[config.mk]
export PLATFORM = sky130hd
export DESIGN_NAME = sprite_mover
export DESIGN_NICKNAME = d
export VERILOG_FILES = /design/src/rtl/sprite_pkg.sv /design/src/rtl/sprite_mover_axis.sv /design/src/rtl/tick_divider.sv /design/src/rtl/sprite_mover.sv
export SDC_FILE = /design/constraint.sdc
export NUM_CORES = 1
export LEC_CHECK = 0
export CAP_MARGIN = 10
export CORE_ASPECT_RATIO = 0.6
export CORE_UTILIZATION = 35
export DETAILED_ROUTE_END_ITERATION = 8
export PLACE_DENSITY_LB_ADDON = 0.08
export SYNTH_ARGS = -nofsm -noshare
export SYNTH_HDL_FRONTEND = slang
export SYNTH_SLANG_ARGS = --single-unit
[constraint.sdc]
create_clock -name clock -period 4.34 [get_ports clock]
set_clock_uncertainty 0.15 [all_clocks]
set_input_delay 0.868 -clock clock [delete_from_list [all_inputs] [get_ports clock]]
set_output_delay 0.868 -clock clock [all_outputs]
set_load 0.03 [all_outputs]
[src/rtl/sprite_pkg.sv]
// Shared constants for the sprite mover: bounce/wrap mode encoding and position widths.
package sprite_pkg;
   localparam logic MODE_WRAP   = 1'b0;
   localparam logic MODE_BOUNCE = 1'b1;
   localparam int   HPOS_W      = 12;
   localparam int   VPOS_W      = 11;
endpackage

[src/rtl/sprite_mover_axis.sv]
// One axis of sprite motion: dead zone, flip-adjusted velocity, wrap/bounce range handling.
module sprite_mover_axis
   import sprite_pkg::*;
#(
   parameter int POS_W = 12,
   parameter int MAX   = 775,
   parameter int INIT  = 387,
   parameter int VW    = 5,
   parameter int DEAD  = 0
) (
   input  logic                 clock,
   input  logic                 reset,
   input  logic                 tick,
   input  logic                 freeze,
   input  logic                 mode,
   input  logic signed [VW-1:0] vel,
   output logic [POS_W-1:0]     pos,
   output logic                 hit
);
   // Two guard bits keep pos+v exact so both overflow directions are visible.
   localparam int SW = POS_W + 2;
   localparam logic signed [SW-1:0] MAX_S  = SW'(MAX);
   localparam logic signed [VW-1:0] DEAD_S = VW'(DEAD);

   logic                 flip;
   logic                 flip_next;
   logic                 hit_next;
   logic [POS_W-1:0]     pos_next;
   logic signed [VW-1:0] mag;
   logic signed [VW-1:0] vel_dz;
   logic signed [VW-1:0] v_eff;
   logic signed [SW-1:0] sum;

   always_comb begin
      mag       = vel[VW-1] ? -vel : vel;
      vel_dz    = (mag <= DEAD_S) ? '0 : vel;
      v_eff     = flip ? -vel_dz : vel_dz;
      sum       = $signed({2'b00, pos}) + {{(SW-VW){v_eff[VW-1]}}, v_eff};
      pos_next  = POS_W'(sum);
      flip_next = flip;
      hit_next  = 1'b0;
      if (mode == MODE_BOUNCE) begin
         if (sum[SW-1]) begin
            pos_next  = '0;
            flip_next = ~flip;
            hit_next  = 1'b1;
         end else if (sum > MAX_S) begin
            pos_next  = POS_W'(MAX_S);
            flip_next = ~flip;
            hit_next  = 1'b1;
         end
      end else begin
         flip_next = 1'b0;
         if (sum[SW-1]) begin
            pos_next = POS_W'(sum + MAX_S + SW'(1));
            hit_next = 1'b1;
         end else if (sum > MAX_S) begin
            pos_next = POS_W'(sum - MAX_S - SW'(1));
            hit_next = 1'b1;
         end
      end
   end

   always_ff @(posedge clock or posedge reset) begin
      if (reset) begin
         pos  <= POS_W'(INIT);
         flip <= 1'b0;
         hit  <= 1'b0;
      end else begin
         hit <= 1'b0;
         if (tick && !freeze) begin
            pos  <= pos_next;
            flip <= flip_next;
            hit  <= hit_next;
         end
      end
   end
endmodule

[src/rtl/tick_divider.sv]
// Free-running 0..TICK_DIV-1 counter; tick is registered high for the cycle after the last count.
module tick_divider #(
   parameter int TICK_DIV = 2**20
) (
   input  logic clock,
   input  logic reset,
   output logic tick
);
   localparam int CW = $clog2(TICK_DIV);

   logic [CW-1:0] count;
   logic          last;

   assign last = (count == CW'(TICK_DIV - 1));

   always_ff @(posedge clock or posedge reset) begin
      if (reset) begin
         count <= '0;
         tick  <= 1'b0;
      end else begin
         tick  <= last;
         count <= last ? '0 : count + 1'b1;
      end
   end
endmodule

[src/rtl/sprite_mover.sv]
// Joystick-driven sprite position generator; axes move once per divider tick.
module sprite_mover
   import sprite_pkg::*;
#(
   parameter int HOR_FIELD = 800,
   parameter int VER_FIELD = 600,
   parameter int SIZE      = 25,
   parameter int AXIS_W    = 4,
   parameter int DEAD      = 0,
   parameter int TICK_DIV  = 2**20,
   parameter int INIT_H    = (HOR_FIELD - SIZE) / 2,
   parameter int INIT_V    = (VER_FIELD - SIZE) / 2
) (
   input  logic              clock,
   input  logic              reset,
   input  logic [AXIS_W-1:0] x_axis,
   input  logic [AXIS_W-1:0] y_axis,
   input  logic              mode,
   input  logic              freeze,
   output logic [HPOS_W-1:0] hor_pos,
   output logic [VPOS_W-1:0] ver_pos,
   output logic              tick,
   output logic              hit_h,
   output logic              hit_v
);
   localparam int VW = AXIS_W + 1;
   localparam logic signed [VW-1:0] CENTER    = VW'(2**(AXIS_W-1));
   localparam logic signed [VW-1:0] CENTER_M1 = VW'(2**(AXIS_W-1) - 1);

   logic signed [VW-1:0] vx;
   logic signed [VW-1:0] vy;

   // Screen y grows downward, so the vertical axis is inverted around centre-1.
   assign vx = $signed({1'b0, x_axis}) - CENTER;
   assign vy = CENTER_M1 - $signed({1'b0, y_axis});

   tick_divider #(.TICK_DIV(TICK_DIV)) u_div (
      .clock (clock),
      .reset (reset),
      .tick  (tick)
   );

   sprite_mover_axis #(
      .POS_W (HPOS_W),
      .MAX   (HOR_FIELD - SIZE),
      .INIT  (INIT_H),
      .VW    (VW),
      .DEAD  (DEAD)
   ) u_axis_h (
      .clock  (clock),
      .reset  (reset),
      .tick   (tick),
      .freeze (freeze),
      .mode   (mode),
      .vel    (vx),
      .pos    (hor_pos),
      .hit    (hit_h)
   );

   sprite_mover_axis #(
      .POS_W (VPOS_W),
      .MAX   (VER_FIELD - SIZE),
      .INIT  (INIT_V),
      .VW    (VW),
      .DEAD  (DEAD)
   ) u_axis_v (
      .clock  (clock),
      .reset  (reset),
      .tick   (tick),
      .freeze (freeze),
      .mode   (mode),
      .vel    (vy),
      .pos    (ver_pos),
      .hit    (hit_v)
   );
endmodule

==> results by group <==
STA
  – Measured slew at the worst slew-check pin: 1.026 ns
  – Max_slew headroom: 0.3160
  – Unrepaired setup endpoints after global routing: yes
  – Period utilisation layout: 1.119
  – Fin. max-slew vios: 0
  – Final WS setup: -0.5150 ns
  – Final Hold Fails: 0
  – Final setup violation count: 27
  – Max Fclk: 0.2060 GHz
  – Post-layout min period: 4.855 ns

Cells and area
  – Diodes inserted: 0
  – Filler cells: 1010
  – Most frequent cells in the layout: 165 x buf_4, 46 x nor2_1, 42 x nand2_1
  – Most common cell after layout, fill and taps aside: buf_4
  – Nets: 815
  – Synthesis-to-finish area growth: 74.25%
  – Post-route design area: 7796 sq um
  – Share of cells above drive strength 1: 0.4764

Placed design
  – Placed wire-length estimate: 10720 um
  – Pre-CTS WS: -1.509 ns
  – Placer congestion estimate: 0.8736
  – PortBufs: 37
  – Cell Area, Placed: 6449 sq um

Power and ir drop
  – Sw Pwr: 447.0 uW
  – VDD IR max: 139.8 uV
  – Sw Ratio: 0.3054
  – Pleak: 0.003428 uW
  – Logic pwr share: 0.374
  – Clock power frac: 0.320
  – Pwr dens: 187.7 nW/um^2
  – Int Pwr: 1017 uW
  – Reg power frac: 0.306

Critical path
  – Critical path required time: 4.36 ns
  – Worst Setup EP: u_axis_h.pos[9]
  – Critical path arrival: 4.87 ns
  – Worst Setup Path Type: in2reg
  – Reg-to-Reg Start: u_axis_h.flip
  – Crit path launch type: primary input
  – Flop2flop setup slack: 0.48 ns
  – Worst Setup SP: x_axis[0]
  – Critical Path End Type: register
  – Worst reg-to-reg path cell count: 17
  – Crit Path Max Fanout: 6
  – FF-to-FF End: u_axis_h.pos[10]

Synth
  – Synthesized area per cell: 8.165 sq um
  – FFs w/ async S/R, synth: 1.000
  – Largest cells by area after synthesis: dfrtp_1 21%, ha_1 11%, dfstp_2 5.9%, xnor2_1 5.5%, nor2_1 4.8%
  – Main flop type after synthesis: dfrtp_1
  – Synthesized instance count: 548
  – Number of synthesized flops with an enable pin: 0
  – Largest area contributor in the netlist: dfrtp_1
  – Sequential area share after synthesis: 0.2713
  – Post-synth cell types: 70
  – Synthesized area: 4474 sq um
  – Syn nets: 600
  – Seq cells post-synth: 48
  – Area fraction of the dominant cell type after synthesis: 0.2125
  – Yosys warns: 0

Min path
  – HP Start: u_div.count[0]
  – Hold Path Depth: 1
  – Hold crit path type: reg2reg

GRT
  – Gr ovfl total: 0
  – Global-route wire length before repair: 24540 um
  – Initial antenna violation count: 0
  – Global Route Usage Sum: 0.2353
  – Vias in the first global route: 4822
  – Pin count of the biggest net entering global routing: 49

Detailed routing
  – DRT Pass-1 Iters: 5
  – DRC Markers: 0
  – Detail Route Antenna Nets: 0
  – Initial DRC Count: 290
  – Vias per std cell: 5.369
  – Detailed-route via count: 4988
  – Final WL: 15470 um
  – WL/cell: 16.65 um

Clock tree
  – H-tree depth: 2
  – Root Buffer: clkbuf_16
  – CTS hold repair buffers: 0
  – Clock Tree Buf Depth: 2
  – Latest clock arrival within the worst-skew pair: 0.30 ns
  – Clock transition at path regs: 0.07 ns
  – Sink Count: 48
  – CTS tree: done
  – TritonCTS Buffers: 5

Die
  – Rows: 31
  – Initial core utilization: 0.3650
  – I/O pin count: 38
  – Core area: 12260 sq um
  – Die Wd: 148.0 um
  – Die height: 89.58 um
  – Area of the die: 13250 sq um

Status
  – Status: finished with violations
  – Failing checks: negative setup slack

Run
  – Max-cap violations: 0
## final cells by class
cell class	instances	area, sq um	share of cell area
Clock buffer	6	138.9	0.01781
Timing Repair Buffer	229	1948	0.2499
Inverter	24	108.9	0.01396
Sequential cell	48	1214	0.1557
Clock inverter	2	38.79	0.004975
Tap cell	165	206.4	0.02648
Multi-Input combinational cell	455	4141	0.5312
## state kept, by name, indices dropped and copies added (netlist names)
signal         cells
u_div.count       20
u_axis_v.pos      11
u_div.tick         1
u_axis_v.hit       1
u_axis_h.flip      1
u_axis_h.pos      12
u_axis_v.flip      1
u_axis_h.hit       1
## stage by stage
step | total power, uW | hold WS [ns] | instances | setup TNS [ns] | util
final | 1464 | 0.2971 | 929 | -8.018 | 0.6361
after global routing | 1533 | 0.3329 | 929 | -12.92 | 0.6361
after CTS | 1428 | 0.3032 | 913 | -6.937 | 0.6089
after detailed placement | 855.1 | 0.2945 | 872 | -31.58 | 0.5261
after global placement | 850.5 | 0.2884 | 872 | -29.35 | 0.5261
after floorplan | 686.5 | 0.2744 | 548 | -12.79 | -
## critical path: stages
cell        delay, ns
buf_6            0.10
inv_4            0.05
ha_4             0.19
or3_4            0.35
o21ai_4          0.17
ha_4             0.16
a21boi_2         0.05
o21ai_2          0.15
and2_4           0.18
clkinvlp_4       0.15
buf_6            0.16
ha_4             0.27
buf_6            0.11
o211ai_1         0.14
a21oi_2          0.21
a31o_2           0.21
a21oi_4          0.07
xor2_2           0.19
nor4b_4          0.34
buf_4            0.21
a21oi_1          0.07
or4_1            0.48
## metal layers
| layer | part of all wire | global-route usage |
|---|---|---|
| met1 | 0.50 | 0.3434 |
| met4 | 0.0074 | 0.03843 |
| met5 | 0 | 0 |
| met2 | 0.43 | 0.3636 |
| met3 | 0.058 | 0.04697 |
## cell families (layout without fill, tap and decap cells)
group | count (synthesis) | in the layout | share of synthesized area
and+or+nand+nor | 218 | 218 | 0.2480
adders and majority gates | 40 | 40 | 0.1152
buffers and inverters | 45 | 261 | 0.04167
AOI/OAI and AO/OA | 145 | 145 | 0.2201
xor gates and xnor gates | 47 | 47 | 0.09200
muxes | 5 | 5 | 0.01174
DFF | 48 | 48 | 0.2713
## synth_stat cells, types with 5 or more instances
library cell / instances
nor2_1: 57
nand2_1: 49
dfrtp_1: 38
ha_1: 38
o21ai_0: 34
nand3_1: 30
xnor2_1: 28
a21oi_1: 27
inv_1: 24
xor2_1: 19
clkbuf_1: 17
and3_1: 13
nand4_1: 12
a211oi_1: 11
dfstp_2: 10
a31oi_1: 9
nor3_1: 9
a21o_1: 7
nand2b_1: 6
nor2b_1: 6
o211ai_1: 6
and2_1: 5
or2_2: 5
## power groups by stage
| stage | clock [uW] | sequential, uW | combinational, uW |
|---|---|---|---|
| after floorplan | 0 | 456 | 231 |
| after global placement | 0 | 456 | 395 |
| after detailed placement | 0 | 456 | 399 |
| after CTS | 477 | 448 | 503 |
| after global routing | 499 | 447 | 587 |
| final | 468 | 448 | 548 |
## timing repair
item                       in CTS  in global routing
resized for setup             143                 45
pin swaps                      97                 56
setup endpoints to repair      27                 27
setup buffers                  38                 18
cloned                          0                  0
## worst min path at each step
stage,to,slack [ns]
2_1_floorplan,u_div.count[0],0.27
3_3_place_gp,u_div.count[0],0.29
3_5_place_dp,u_div.count[0],0.29
4_1_cts,u_div.count[0],0.30
5_1_grt,u_div.count[14],0.33
6_report,u_div.count[0],0.30
Note: power is estimated with default switching activity, not from simulation.
==> RTL edit 1: new RTL, config.mk and constraints unchanged <==
The parameter `AXIS_W` goes from 4 to 5.
--- a/src/rtl/sprite_mover.sv
+++ b/src/rtl/sprite_mover.sv
@@ -6,5 +6,5 @@
    parameter int VER_FIELD = 600,
    parameter int SIZE      = 25,
-   parameter int AXIS_W    = 4,
+   parameter int AXIS_W    = 5,
    parameter int DEAD      = 0,
    parameter int TICK_DIV  = 2**20,
Ports: changed (resized x_axis and y_axis); port bits go from 38 to 40. The function was not compared with the original's and may differ.
==> RTL edit 1 against the unedited design <==
  * The flow still finishes with violations (negative setup slack)
  * Total power down 1.0%
  * Area after synthesis fell by 2.9%
  * Cell area fell by 8.7%
  * Wire length fell by 10%
  * Critical endpoint is now u_axis_v.pos[6]$_DFFE_PP0P_
  * Sequential cell count unchanged
  * Hold slack gained 0.026 ns
  * Critical path type unchanged
  * Worst setup slack better by 0.10 ns
  * Count of clock-buffer cells in the layout decreased by 1
==> RTL edit 1: results (changes against the unedited design) <==
| Metric | Value |
|---|---|
| Status | `complete, but fails checks` |
| Failing checks | `negative setup slack` |
| Synth top cells by count | `nor2_1 (49), nand2_1 (45), dfrtp_1 (38)` |
| Vias in the first global route | `4489 (-6.9%)` |
| WHS Endpoint | `u_div.count[0]$_DFF_PP0_` |
| Share of layout cells above drive strength 1 | `42.3% (-5.4 points)` |
| Reg2reg end | `u_axis_h.pos[8]$_DFFE_PP1P_` |
| Slowest cell on crit path | `ha_1` |
| Top post-synthesis cells by area | `dfrtp_1 (22%), ha_1 (10%), dfstp_2 (6.0%)` |
| Final setup TNS | `-7.04 ns (+0.975 ns)` |
| Net Count, Synth | `574 (-4.3%)` |
| First-pass GRT wire length | `22800 um (-6.9%)` |
| Worst Max-Slew Pin Slew | `1.01 ns (-0.0206 ns)` |
| Gr usage total | `22.2% (-1.3 points)` |
| Min Hold Slack | `0.323 ns (+0.0256 ns)` |
| Input/output buffers | `39 (+5.4%)` |
| Final net count | `787 (-3.4%)` |
| First-pass DRT Iterations | `4 (-1)` |
| Sequential share of the synthesized area | `27.9% (+0.81 points)` |
| Post-synth EDFFs | `0 (unchanged)` |
| DR iter-0 viols | `224 (-23%)` |
| WL/cell | `15.4 um (-7.3%)` |
| Clock Latency Late Sink | `about 0.29 ns` |
| Top FF cell, synth | `dfrtp_1` |
| CP max stage delay | `0.38 ns (-0.10 ns)` |
| Setup ws final | `-0.411 ns (+0.104 ns)` |
| Fillers | `1046 (+3.6%)` |
| Final setup vio count | `27 (unchanged)` |
| Cts hold-fix bufs | `0 (unchanged)` |
| Post-DP HPWL | `10600 um (-1.2%)` |
| CP Max Fanout | `3 (-3)` |
| FF-to-FF setup slack | `0.50 ns (+0.02 ns)` |
| DR vias/cell | `5.24 (-2.4%)` |
| Routability cong. | `0.882 (+0.93%)` |
| # diodes | `0 (unchanged)` |
| H-tree depth | `2 (unchanged)` |
| Reg2reg path depth | `14 (-3)` |
| Clock Tree Buf Depth | `2 (unchanged)` |
| LEAKAGE | `3.17 nW (-7.4%)` |
| VDD IR max | `0.178 mV (+28%)` |
| Post-synthesis cell type count | `66 (-5.7%)` |
-- RTL edit 1: cell count changes after synthesis, sizes merged, moves of 7 or more --
cell   delta
nand3    -13
nand4     -9
or3       +8
and3      -7
nor2      -7
-- RTL edit 1: where the power goes --
part           internal (mW)  switching, mW  total [mW]
Clock                  0.332          0.171       0.503
Sequential             0.448              0       0.448
Combinational          0.252          0.245       0.497
-- RTL edit 1: cell type report --
cell class	instances	area, um2	share of cell area (%)
multi-input cells	435	3570	50.2
inverters	26	118	1.65
flip-flops and latches	48	1210	17.1
clock buffers	5	125	1.76
clock inverters	3	68.8	0.967
well taps	165	206	2.90
repair buffers	219	1810	25.4
-- RTL edit 1: kinds of logic after synthesis --
logic type	after synthesis	share of synthesized area, %
adders and majority gates	38	11.3
muxes	6	1.50
AOI/OAI and AO/OA	156	25.0
and+or+nand+nor	187	21.3
xor gates and xnor gates	48	9.68
DFF	48	27.9
buffers and inverters	39	3.37
-- RTL edit 1: how the worst max path moves through the flow --
stage / from / endpoint / slack [ns] / cells past startpoint
finish: y_axis[3] / u_axis_v.pos[6]$_DFFE_PP0P_ / -0.41 / 25
global route: y_axis[1] / u_axis_v.pos[6]$_DFFE_PP0P_ / -0.66 / 25
CTS: y_axis[1] / u_axis_v.pos[6]$_DFFE_PP0P_ / -0.45 / 24
detailed placement: y_axis[0] / u_axis_v.pos[6]$_DFFE_PP0P_ / -1.40 / 24
global placement: x_axis[1] / u_axis_h.pos[8]$_DFFE_PP1P_ / -1.32 / 23
floorplan: y_axis[0] / u_axis_v.pos[6]$_DFFE_PP0P_ / -0.62 / 24
-- RTL edit 1: stage by stage --
step	std cells	total power [mW]	setup WS (ns)	area, um2
after floorplan	522	0.683	-0.623	4610
after global placement	861	0.863	-1.32	6270
after detailed placement	861	0.869	-1.40	6270
after CTS	896	1.43	-0.453	6960
after global routing	901	1.52	-0.656	7120
final	901	1.45	-0.411	7120
-- RTL edit 1: worst max-delay path, delay by kind of cell --
family / cells / cell delay [ns]
AOI/OAI and AO/OA: 11 / 1.61
buffers and inverters: 2 / 0.24
and+or+nand+nor: 7 / 0.86
xor gates and xnor gates: 1 / 0.17
adders and majority gates: 4 / 1.03
-- RTL edit 1: metal layers --
metal | up-vias | wire length [um] | track usage, %
li1 | 2357 | - | -
met5 | - | 0 | 0
met3 | 16 | 395 | 3.25
met4 | 0 | 121 | 4.02
met2 | 71 | 5820 | 34.0
met1 | 2276 | 7570 | 33.4
-- RTL edit 1: timing repair --
item,4_1_cts,5_1_grt
setup buffers,28,5
cloned,0,0
setup endpoints to repair,27,27
gates resized for setup,108,32
pin swaps,57,33
==> RTL edit 2: new RTL, same settings <==
Made on the original files. Register the inputs `x_axis`, `y_axis`, `mode` and `freeze` before use, without a reset. The logic sees them one clock later.
--- a/src/rtl/sprite_mover.sv
+++ b/src/rtl/sprite_mover.sv
@@ -28,10 +28,22 @@
    localparam logic signed [VW-1:0] CENTER_M1 = VW'(2**(AXIS_W-1) - 1);
 
+   logic [AXIS_W-1:0] x_axis_q;
+   logic [AXIS_W-1:0] y_axis_q;
+   logic mode_q;
+   logic freeze_q;
+
+   always_ff @(posedge clock) begin
+       x_axis_q <= x_axis;
+       y_axis_q <= y_axis;
+       mode_q   <= mode;
+       freeze_q <= freeze;
+   end
+
    logic signed [VW-1:0] vx;
    logic signed [VW-1:0] vy;
 
    // Screen y grows downward, so the vertical axis is inverted around centre-1.
-   assign vx = $signed({1'b0, x_axis}) - CENTER;
-   assign vy = CENTER_M1 - $signed({1'b0, y_axis});
+   assign vx = $signed({1'b0, x_axis_q}) - CENTER;
+   assign vy = CENTER_M1 - $signed({1'b0, y_axis_q});
 
    tick_divider #(.TICK_DIV(TICK_DIV)) u_div (
@@ -51,6 +63,6 @@
       .reset  (reset),
       .tick   (tick),
-      .freeze (freeze),
-      .mode   (mode),
+      .freeze (freeze_q),
+      .mode   (mode_q),
       .vel    (vx),
       .pos    (hor_pos),
@@ -68,6 +80,6 @@
       .reset  (reset),
       .tick   (tick),
-      .freeze (freeze),
-      .mode   (mode),
+      .freeze (freeze_q),
+      .mode   (mode_q),
       .vel    (vy),
       .pos    (ver_pos),
Behaviour: same outputs for any inputs over 10 cycles, from zero or initial values and one cycle with reset high; that may be too few to reach the edited logic, so the function may still have changed.
==> RTL edit 2 against the unedited design <==
  * The run still ends with negative setup slack left
  * Area after synthesis grew 3.0%
  * Total power rose by 17%
  * Sequential cell count rose by 10
  * Cell area is 3.6% lower
  * Maximum frequency grew 5.0%
  * Wire length decreased by 7.0%
  * Clock power grew 58%
  * Worst setup slack gained 0.23 ns
  * Sequential share of layout area rose by 3.3 points
  * Largest cell class unchanged
==> RTL edit 2: results (changes against the unedited design) <==
| Metric | Value |
|---|---|
| Status | `complete, but fails checks` |
| Failing checks | `negative setup slack` |
| Reg2Reg Launch Point | `y_axis_q[0]$_DFF_P_` |
| Num CTS Buffers | `9 (+4)` |
| P per Cell Area | `228 nW/um2 (+22%)` |
| Routability cong. | `0.846 (-3.1%)` |
| Synth top cells by count | `nor2_1 (42), dfrtp_1 (38), ha_1 (38)` |
| Crit path DAT | `4.69 ns (-0.18 ns)` |
| Share of layout cells above drive strength 1 | `42.3% (-5.4 points)` |
| Dpl ws | `-0.402 ns (+1.11 ns)` |
| Final Non-Filler Cells | `908 (-2.3%)` |
| Post-Place Cell Area | `6240 um2 (-3.2%)` |
| Net Count, Synth | `577 (-3.8%)` |
| DR iter-0 viols | `245 (-16%)` |
| Final setup vio count | `27 (unchanged)` |
| LEAKAGE | `3.28 nW (-4.2%)` |
| Reg2reg path depth | `24 (+7)` |
| Hold_sp | `u_div.count[4]$_DFF_PP0_` |
| Top post-synthesis cells by area | `dfrtp_1 (21%), ha_1 (10%), xnor2_1 (6.3%)` |
| Gr usage total | `22.0% (-1.6 points)` |
| Vias in the first global route | `4654 (-3.5%)` |
| Ys async rst share | `82.8% (-17 points)` |
| Final net count | `785 (-3.7%)` |
| Sequential share of the synthesized area | `30.7% (+3.6 points)` |
| Cells after Synth | `525 (-4.2%)` |
| Fillers | `1076 (+6.5%)` |
| Setup ws final | `-0.285 ns (+0.230 ns)` |
| VDD IR max | `0.182 mV (+30%)` |
| Reg2reg end | `u_axis_v.pos[5]$_DFFE_PP0P_` |
| Cell count after placement | `836 (-4.1%)` |
| First-pass GRT wire length | `23700 um (-3.6%)` |
==> RTL edit 2: cell types whose count changed after synthesis, moves of 6 or more <==
cell,before,now
nor2_1,57,42
nand2_1,49,35
nand3_1,30,17
o21ai_0,34,21
dfxtp_1,0,10
o21ai_1,1,11
a221o_1,1,7
o211ai_1,6,12
or3_1,3,9
==> RTL edit 2: metal layers <==
layer	vias up	share of wire (%)	track usage [%]
li1	2372	-	-
met1	2338	53	33.1
met2	88	43	32.3
met3	9	3.4	4.60
met4	0	0.67	3.37
met5	-	0	0
==> RTL edit 2: final cells by class <==
| type | count | area share, % |
|---|---|---|
| Timing Repair Buffer | 215 | 23.7 |
| Clock buffer | 10 | 3.18 |
| Clock inverter | 6 | 0.966 |
| Tap cell | 170 | 2.83 |
| Sequential cell | 58 | 18.9 |
| Inverter | 23 | 1.18 |
| Multi-Input combinational cell | 426 | 49.3 |
==> RTL edit 2: worst max path at each step <==
stage / endpoint / cells after the start / from / slack (ns)
floorplan: u_axis_h.pos[3]$_DFFE_PP0P_ / 21 / x_axis_q[0]$_DFF_P_ / -0.26
CTS: u_axis_h.pos[3]$_DFFE_PP0P_ / 21 / x_axis_q[0]$_DFF_P_ / -0.25
global route: u_axis_v.pos[5]$_DFFE_PP0P_ / 24 / y_axis_q[0]$_DFF_P_ / -0.49
finish: u_axis_v.pos[5]$_DFFE_PP0P_ / 24 / y_axis_q[0]$_DFF_P_ / -0.29
detailed placement: u_axis_v.pos[6]$_DFFE_PP0P_ / 24 / y_axis_q[0]$_DFF_P_ / -0.40
global placement: u_axis_v.pos[6]$_DFFE_PP0P_ / 24 / y_axis_q[0]$_DFF_P_ / -0.25
==> RTL edit 2: report_power, final <==
part | internal [mW] | total (mW) | switching, mW
clock network | 0.467 | 0.741 | 0.275
logic | 0.222 | 0.423 | 0.201
registers | 0.545 | 0.553 | 0.00768
==> RTL edit 2: cell families after synthesis <==
| family | share of synthesized area [%] |
|---|---|
| adder cells (fa/ha/maj) | 11.2 |
| AO/OA/AOI/OAI | 24.8 |
| flip-flops | 30.7 |
| AND/OR/NAND/NOR | 18.8 |
| multiplexers | 1.14 |
| XOR/XNOR | 9.67 |
| buffers and inverters | 3.64 |
==> RTL edit 2: what timing repair did <==
action / in CTS / in global routing
hold endpoints to repair: 0 / 0
buffers inserted: 49 / 9
setup endpoints to repair: 27 / 27
resized for setup: 73 / 30
pin swaps: 59 / 29
gates cloned: 1 / 0
==> RTL edit 2: worst register-to-register path: cells and delay by family, from the launching register on <==
family,cells,cell delay [ns]
adder cells (fa/ha/maj),4,1.00
AO/OA/AOI/OAI,9,1.45
AND/OR/NAND/NOR,6,0.98
flip-flops,1,0.35
XOR/XNOR,1,0.10
buffers and inverters,4,0.48
